==> config.mk <==
export PLATFORM = sky130hd
export DESIGN_NAME = diagv2_ecall_handler
export DESIGN_NICKNAME = d
export VERILOG_FILES = /design/src/rtl/diagv2_ecall_handler.sv
export SDC_FILE = /design/constraint.sdc
export NUM_CORES = 1
export LEC_CHECK = 0
export BUFFER_PORTS_ARGS = -buffer_cell sky130_fd_sc_hd__buf_2
export CAP_MARGIN = 20
export CORE_UTILIZATION = 58
export CTS_BUF_LIST = sky130_fd_sc_hd__clkbuf_4
export DETAILED_ROUTE_END_ITERATION = 10
export PLACE_DENSITY = 0.84
export SLEW_MARGIN = 10
export SYNTH_ARGS = -nofsm -noshare
export SYNTH_HDL_FRONTEND = slang
export SYNTH_SLANG_ARGS = --single-unit
==> constraint.sdc <==
create_clock -name clk -period 5.3 [get_ports clk]
set_input_delay 1.06 -clock clk [delete_from_list [all_inputs] [get_ports clk]]
set_output_delay 1.06 -clock clk [all_outputs]
set_load 0.05 [all_outputs]
==> src/rtl/diagv2_ecall_handler.sv <==
// diag-v2 ECALL responder: freezes the core, then services EXIT and WRITE
// system calls in hardware, returning results through the x10 write port.
module diagv2_ecall_handler #(
    parameter int DATA_W  = 64,
    parameter int MAX_LEN = 4096
) (
    input  logic              clk,
    input  logic              reset,
    input  logic              ecall,
    input  logic [DATA_W-1:0] a7,
    input  logic [DATA_W-1:0] a0,
    input  logic [DATA_W-1:0] a1,
    input  logic [DATA_W-1:0] a2,
    output logic              stall,
    output logic              mem_req,
    output logic [DATA_W-1:0] mem_addr,
    input  logic [7:0]        mem_rdata,
    output logic              tx_valid,
    output logic [7:0]        tx_data,
    input  logic              tx_ready,
    output logic              ret_we,
    output logic [DATA_W-1:0] ret_data,
    output logic              halt,
    output logic [DATA_W-1:0] exit_code,
    output logic              err
);

    typedef enum logic [2:0] {
        IDLE,
        RD,
        WAIT,
        SEND,
        RET,
        HALTED
    } state_t;

    localparam logic [DATA_W-1:0] SYS_EXIT  = DATA_W'(93);
    localparam logic [DATA_W-1:0] SYS_WRITE = DATA_W'(64);
    localparam logic [DATA_W-1:0] FD_OUT    = DATA_W'(1);
    localparam logic [DATA_W-1:0] FD_ERR    = DATA_W'(2);
    localparam logic [DATA_W-1:0] LEN_MAX   = DATA_W'(MAX_LEN);
    // two's complement of ENOSYS (38) and EBADF (9)
    localparam logic [DATA_W-1:0] RET_NOSYS = ~DATA_W'(37);
    localparam logic [DATA_W-1:0] RET_BADF  = ~DATA_W'(8);

    state_t            state;
    logic              holdoff;
    logic [DATA_W-1:0] base_q;
    logic [DATA_W-1:0] cnt;
    logic [DATA_W-1:0] idx;

    logic              dispatch;
    logic              is_exit;
    logic              is_write;
    logic              fd_ok;
    logic              len_zero;
    logic [DATA_W-1:0] len_cap;
    logic [DATA_W-1:0] idx_nxt;

    assign dispatch = (state == IDLE) && ecall && !holdoff;
    assign is_exit  = (a7 == SYS_EXIT);
    assign is_write = (a7 == SYS_WRITE);
    assign fd_ok    = (a0 == FD_OUT) || (a0 == FD_ERR);
    assign len_zero = (a2 == '0);
    assign len_cap  = (a2 > LEN_MAX) ? LEN_MAX : a2;
    assign idx_nxt  = idx + DATA_W'(1);

    // combinational so the core freezes in the cycle ecall first appears
    assign stall = (state != IDLE) || dispatch;
    assign err   = dispatch && !is_exit && !is_write;

    always_ff @(posedge clk) begin
        if (reset) begin
            state     <= IDLE;
            holdoff   <= 1'b0;
            base_q    <= '0;
            cnt       <= '0;
            idx       <= '0;
            mem_req   <= 1'b0;
            mem_addr  <= '0;
            tx_valid  <= 1'b0;
            tx_data   <= '0;
            ret_we    <= 1'b0;
            ret_data  <= '0;
            halt      <= 1'b0;
            exit_code <= '0;
        end else begin
            mem_req <= 1'b0;
            ret_we  <= 1'b0;
            unique case (state)
                IDLE: begin
                    holdoff <= 1'b0;
                    if (dispatch) begin
                        base_q <= a1;
                        idx    <= '0;
                        if (is_exit) begin
                            exit_code <= a0;
                            halt      <= 1'b1;
                            state     <= HALTED;
                        end else if (is_write && fd_ok && !len_zero) begin
                            cnt      <= len_cap;
                            mem_addr <= a1;
                            mem_req  <= 1'b1;
                            state    <= RD;
                        end else begin
                            if (!is_write)
                                ret_data <= RET_NOSYS;
                            else if (len_zero)
                                ret_data <= '0;
                            else
                                ret_data <= RET_BADF;
                            ret_we <= 1'b1;
                            state  <= RET;
                        end
                    end
                end
                RD: begin
                    state <= WAIT;
                end
                WAIT: begin
                    tx_data  <= mem_rdata;
                    tx_valid <= 1'b1;
                    state    <= SEND;
                end
                SEND: begin
                    if (tx_ready) begin
                        tx_valid <= 1'b0;
                        idx      <= idx_nxt;
                        if (idx_nxt == cnt) begin
                            ret_data <= cnt;
                            ret_we   <= 1'b1;
                            state    <= RET;
                        end else begin
                            mem_addr <= base_q + idx_nxt;
                            mem_req  <= 1'b1;
                            state    <= RD;
                        end
                    end
                end
                RET: begin
                    // keep the retiring ECALL from being serviced again
                    holdoff <= 1'b1;
                    state   <= IDLE;
                end
                HALTED: begin
                    state <= HALTED;
                end
                default: begin
                    state <= IDLE;
                end
            endcase
        end
    end

endmodule

After elaboration in Yosys (flattened, before gate mapping)

Index checks and enable logic that the tools add are counted.

Register bits: 400
Input bits: 268
Logic and storage cells: 99

Reduce and logical (&&, ||, !) cells: 26
$add $sub $neg: 2
Multiplexer cells: 39
Equality and inequality tests: 17
Bitwise gates (word level): 1
$lt $le $gt $ge: 1

Operators by type and width:

| kind                    | count |
|---|---|
| $mux W64                | 15 |
| $pmux W64 S2            | 3 |
| $eq A64 B7 Y1 const B   | 2 |
| $add A64 B1 Y64 const B | 1 |
| $add A64 B64 Y64        | 1 |
| $eq A64 B1 Y1 const B   | 1 |
| $eq A64 B2 Y1 const B   | 1 |
| $eq A64 B64 Y1          | 1 |
| $gt A64 B13 Y1 const B  | 1 |
| $logic_not A64 Y1       | 1 |
| $mux W3                 | 5 |
| $pmux W3 S5             | 1 |
| $ne A2 B2 Y1 const B    | 6 |
| $reduce_and A6 Y1       | 2 |
| $mux W1                 | 11 |
| $pmux W1 S2             | 4 |
| $eq A3 B2 Y1 const B    | 2 |
| $eq A3 B3 Y1 const B    | 2 |
| $logic_and A1 B1 Y1     | 6 |
| $reduce_and A2 Y1       | 3 |
| $reduce_and A3 Y1       | 2 |
| $reduce_bool A2 Y1      | 3 |
| $logic_not A1 Y1        | 4 |
| $reduce_and A4 Y1       | 1 |
| other kinds (6)         | 7 |

Longest topological paths before layout

Depth in word-level cells: 8
Mapped depth: 21
Mapped depth without buffers: 18

Least setup slack after synthesis

No wires, ideal clock.

Path type: register -> register
Start point: register idx[0]
End point: register mem_addr[55]
Data arrival time: 4.709 ns
Setup time: 0.091 ns
Required time: 5.209 ns
Setup slack: 0.500 ns
Buffers on the path: 2
Stages on the path, launching flop included: 19
Clock period less this slack: 4.800 ns
Cell sequence: dfxtp_1 ha_1 buf_2 inv_1 or4_1 buf_2 nor4_1 xor2_1 ha_1 a21oi_1 o21ai_0 a31oi_1 o21ai_0 a211o_1 a21o_1 a21o_1 a221o_1 o41a_1 a311oi_1

Cells in the longest elaborated chain, start to end: 5
Elaborated cells between the ends (all ways): 8
Those cells by class: 2 x add/sub; 2 x eq/ne; 3 x mux; 1 x reduce/logical

RTL lines:

| element                  | line | source |
|---|---|---|
| start: declaration       | 50   | `logic [DATA_W-1:0] idx;` |
| start signal: assignment | 128  | `idx <= idx_nxt;` |
| $add A64 B1 Y64 (*)      | 66   | `assign idx_nxt = idx + DATA_W'(1);` |
| $add A64 B64 Y64         | 134  | `mem_addr <= base_q + idx_nxt;` |
| $mux W64                 | 129  | `if (idx_nxt == cnt) begin` |
| $mux W64                 | 126  | `if (tx_ready) begin` |
| $pmux W64 S2             | 90   | `unique case (state)` |
| end signal: assignment   | 134  |  |
| end: declaration         | 16   | `output logic [DATA_W-1:0] mem_addr,` |

Every way passes the cells marked *; elsewhere a longest branch is shown, timed or not. The select of a mux whose other input is x is not followed.
A chain may end at the register's enable or synchronous reset.

Worst setup path in the final report

Start point: register idx[1]
End point: register mem_addr[55]

Same word-level chain as after synthesis.

==> metrics.txt <==
outcome=completed; CP Class=flip-flop to flip-flop; Antenna Violating Nets Remaining=0; Rel. slew slack=0.3273; busiest layer in global routing=met2; Worst-Skew Late Latency=approximately 910 ps; CP Max Fanout=6; Arr. time, crit path=~5900 ps; row count=74; EDFF count, synth=0; Post-layout nets=approximately 4000; Synth area leaders=dfxtp_1, nand2_1, a21oi_1, nor2_1, ha_1; Detailed Routing Iterations Pass 1=6; area of the multi-input gates=~15000 um2; Yosys reg bits=400; Critical Path End Type=flip-flop; CTS tree=done; post-place setup slack=-165.9 ps; initial antenna violation count=8; # IOs=474; register area=~8000 um2; overall power=7.531 mW; post-synthesis compound-gate area fraction=0.2181; Least-Margin Pin Slew=about 1000 ps; largest family of logic cells by synthesized area=simple AND/OR/NAND/NOR gates; Post-Synth XOR/XNOR Area=0.06721; Synth Area per Inst=between 7 and 8 um2; Synth Warn #=0; # DRC=0; routability cong.=1.104; post-route setup slack=195.6 ps; P per Cell Area=around 260 nW/um2; pin count of the biggest net entering global routing=roughly 140; Fill cells=about 3500; Total GRT Usage=0.4483; Simple-Gate Fraction of Synth Area=0.2820; HPWL Detailed=~76 mm; DRT iter0 DRCs=about 3200; largest stage delay on the critical path=700 ps; met2 Track Usage GR=0.7139; Via density=slightly above 6; synthesized netlist net count=3536; ys flop type=dfxtp_1; initial core utilization=0.5882; CTS Sinks=400; Mapped Cells=3189; critical path required time=6100 ps; Die Area=about 42000 um2; endpoints failing hold=0; CTS Buffer Depth=3; Die Y=around 210 um; total CTS buffers=~100; GR Util met3=0.1175; Mapped Area=around 24000 um2; Seq/Total Area, Yosys=0.3327; critical-path cell list=ha_1, inv_1, or4_1, nor4_1, buf_4, xor2_2, ha_1, a21oi_1, o21ai_0, a31oi_1, o21ai_0, a211o_1, a21o_1, a21o_1, a221o_1, o41a_1, a311oi_1; post-synthesis adder-cell area fraction=0.04137; vias in the first global route=about 25000; hold_ws=~400 ps; global route overflow=0; # setup viols final=0; WL/cell=22.48 um; largest area contributor in the netlist=dfxtp_1; Max Transition Viols Final=0; chip width=approximately 210 um; Post-synth ARST share=0; critical path's slowest cell=or4_1; unrepaired setup endpoints after global routing=false; clock skew=between 60 and 70 ps; Final Cycle Share=0.9631; vias=roughly 27000; root buf cell=clkbuf_4; Yosys top cell area share=0.3327; final WL=a little under 100 mm; library cells used by synthesis=between 90 and 100; max-cap viol count=0; H-tree depth=3; Leak=about 12 nW; first-pass GRT wire length=~140 mm; Worst VDD drop=approximately 310 uV; critical path's top delay family=compound AO/OA/AOI/OAI gates; startpoint types=flip-flop; port bufs=473; Highest Clock Rate=just under 200 MHz; CP bufs+invs=2; area grow syn2layout=21.46%; core area=around 40000 um2; fin crit period=5104 ps; clk slew on worst S/H paths=70 ps; Layout Utilization=0.7144; GR Layer Usage met1=0.5453; layout cell share with drive strength beyond 1=0.2455; Worst Hold Class=input port to flip-flop; post-synthesis mux area share=0.004782
-- cell type report --
cell class | count | area share
multi-input combinational | 2485 | 0.5086
sequential | 400 | 0.2739
inverter | 54 | 0.006933
timing repair buffer | 692 | 0.1427
tap | 532 | 0.02277
antenna | 11 | 0.0009415
clock inverter | 39 | 0.008430
clock buffer | 139 | 0.03569
-- worst min-delay path, delay by kind of cell --
family | cells | cell delay, ps
AND/OR/NAND/NOR | 1 | 50
AO/OA/AOI/OAI | 1 | 50
buffers and inverters | 1 | 100
-- cells by family (layout without fill, tap and decap cells) --
kind of cell	after synthesis	after routing
multiplexers	11	11
other	0	11
AND/OR/NAND/NOR	1405	1405
flip-flops	400	400
buffers and inverters	304	924
AO/OA/AOI/OAI	822	822
adder cells (fa/ha/maj)	79	79
XOR/XNOR	168	168
-- cell usage in the layout (no fill, tap or decap), types with 22 or more instances in the layout --
| cell type | n |
|---|---|
| xnor2_1 | 101 |
| a21o_1 | 43 |
| nor2_1 | 261 |
| and2_1 | 71 |
| a211oi_2 | 22 |
| nand3_1 | 86 |
| xor2_1 | 53 |
| dfxtp_1 | 399 |
| nand4_1 | 66 |
| buf_4 | 207 |
| or3_1 | 26 |
| a21oi_1 | 366 |
| clkbuf_4 | 139 |
| buf_2 | 472 |
| a211oi_1 | 71 |
| nor4_1 | 83 |
| o21ai_0 | 110 |
| a311oi_1 | 41 |
| inv_1 | 54 |
| ha_1 | 78 |
| clkinv_1 | 25 |
| nor3_1 | 62 |
| nand2_1 | 582 |
-- power breakdown --
part	switching, mW	leakage (nW)	internal, mW
clock network	1.36	0.765	1.37
logic	1.07	8.44	0.445
registers	0.121	3.26	3.18
total	2.54	12.5	4.99
-- metal layers --
metal | part of all wire | wire, um
met2 | 0.45 | 43750
met4 | 0.065 | 6370
met1 | 0.39 | 37980
met3 | 0.099 | 9734
met5 | 0.000092 | 9
-- worst paths after layout --
check	from	endpoint	slack [ps]	cells after the start
setup / recovery	idx[1]$_SDFFE_PP0P_	mem_addr[55]$_SDFFE_PP0P_	200	17
hold / removal	mem_rdata[5]	tx_data[5]$_SDFFE_PP0P_	400	3
setup reg to reg	idx[1]$_SDFFE_PP0P_	mem_addr[55]$_SDFFE_PP0P_	200	17
hold reg to reg	exit_code[32]$_SDFFE_PP0P_	exit_code[32]$_SDFFE_PP0P_	450	2
-- cells in the mapped netlist, drive strengths merged (15+ instances only) --
cell	count
a211oi	93
a21o	43
a21oi	368
a311oi	43
a31oi	18
and2	72
and3	18
and4	20
buf	65
clkbuf	185
dfxtp	400
ha	78
inv	54
nand2	584
nand2b	18
nand3	89
nand4	69
nor2	267
nor3	64
nor4	93
o211ai	15
o21ai	114
o21bai	19
or3	27
or4	23
xnor2	103
xor2	55
-- registers in the layout, summed over array words and instances, names as in the netlist, 3 cells and up --
name and flops:
exit_code 64, ret_data 64, mem_addr 64, state 3
cnt 64, base_q 64, tx_data 8, idx 64
-- stage by stage --
step	std cells	setup TNS, ps	cell area [um2]
global placement	4161	-35.09	27850
CTS	4339	0	29150
global route	4350	0	29230
detailed placement	4161	-165.9	27850
finish	4352	0	29240
floorplan	3189	0	24070
-- repair_timing --
item / 4_1_cts / 5_1_grt
pin swaps: 0 / 1
setup endpoints to repair: 1 / 11
resized for setup: 2 / 7
hold buffers: 0 / 0
setup buffers: 0 / 1
Note: power is estimated with default switching activity, not from simulation.
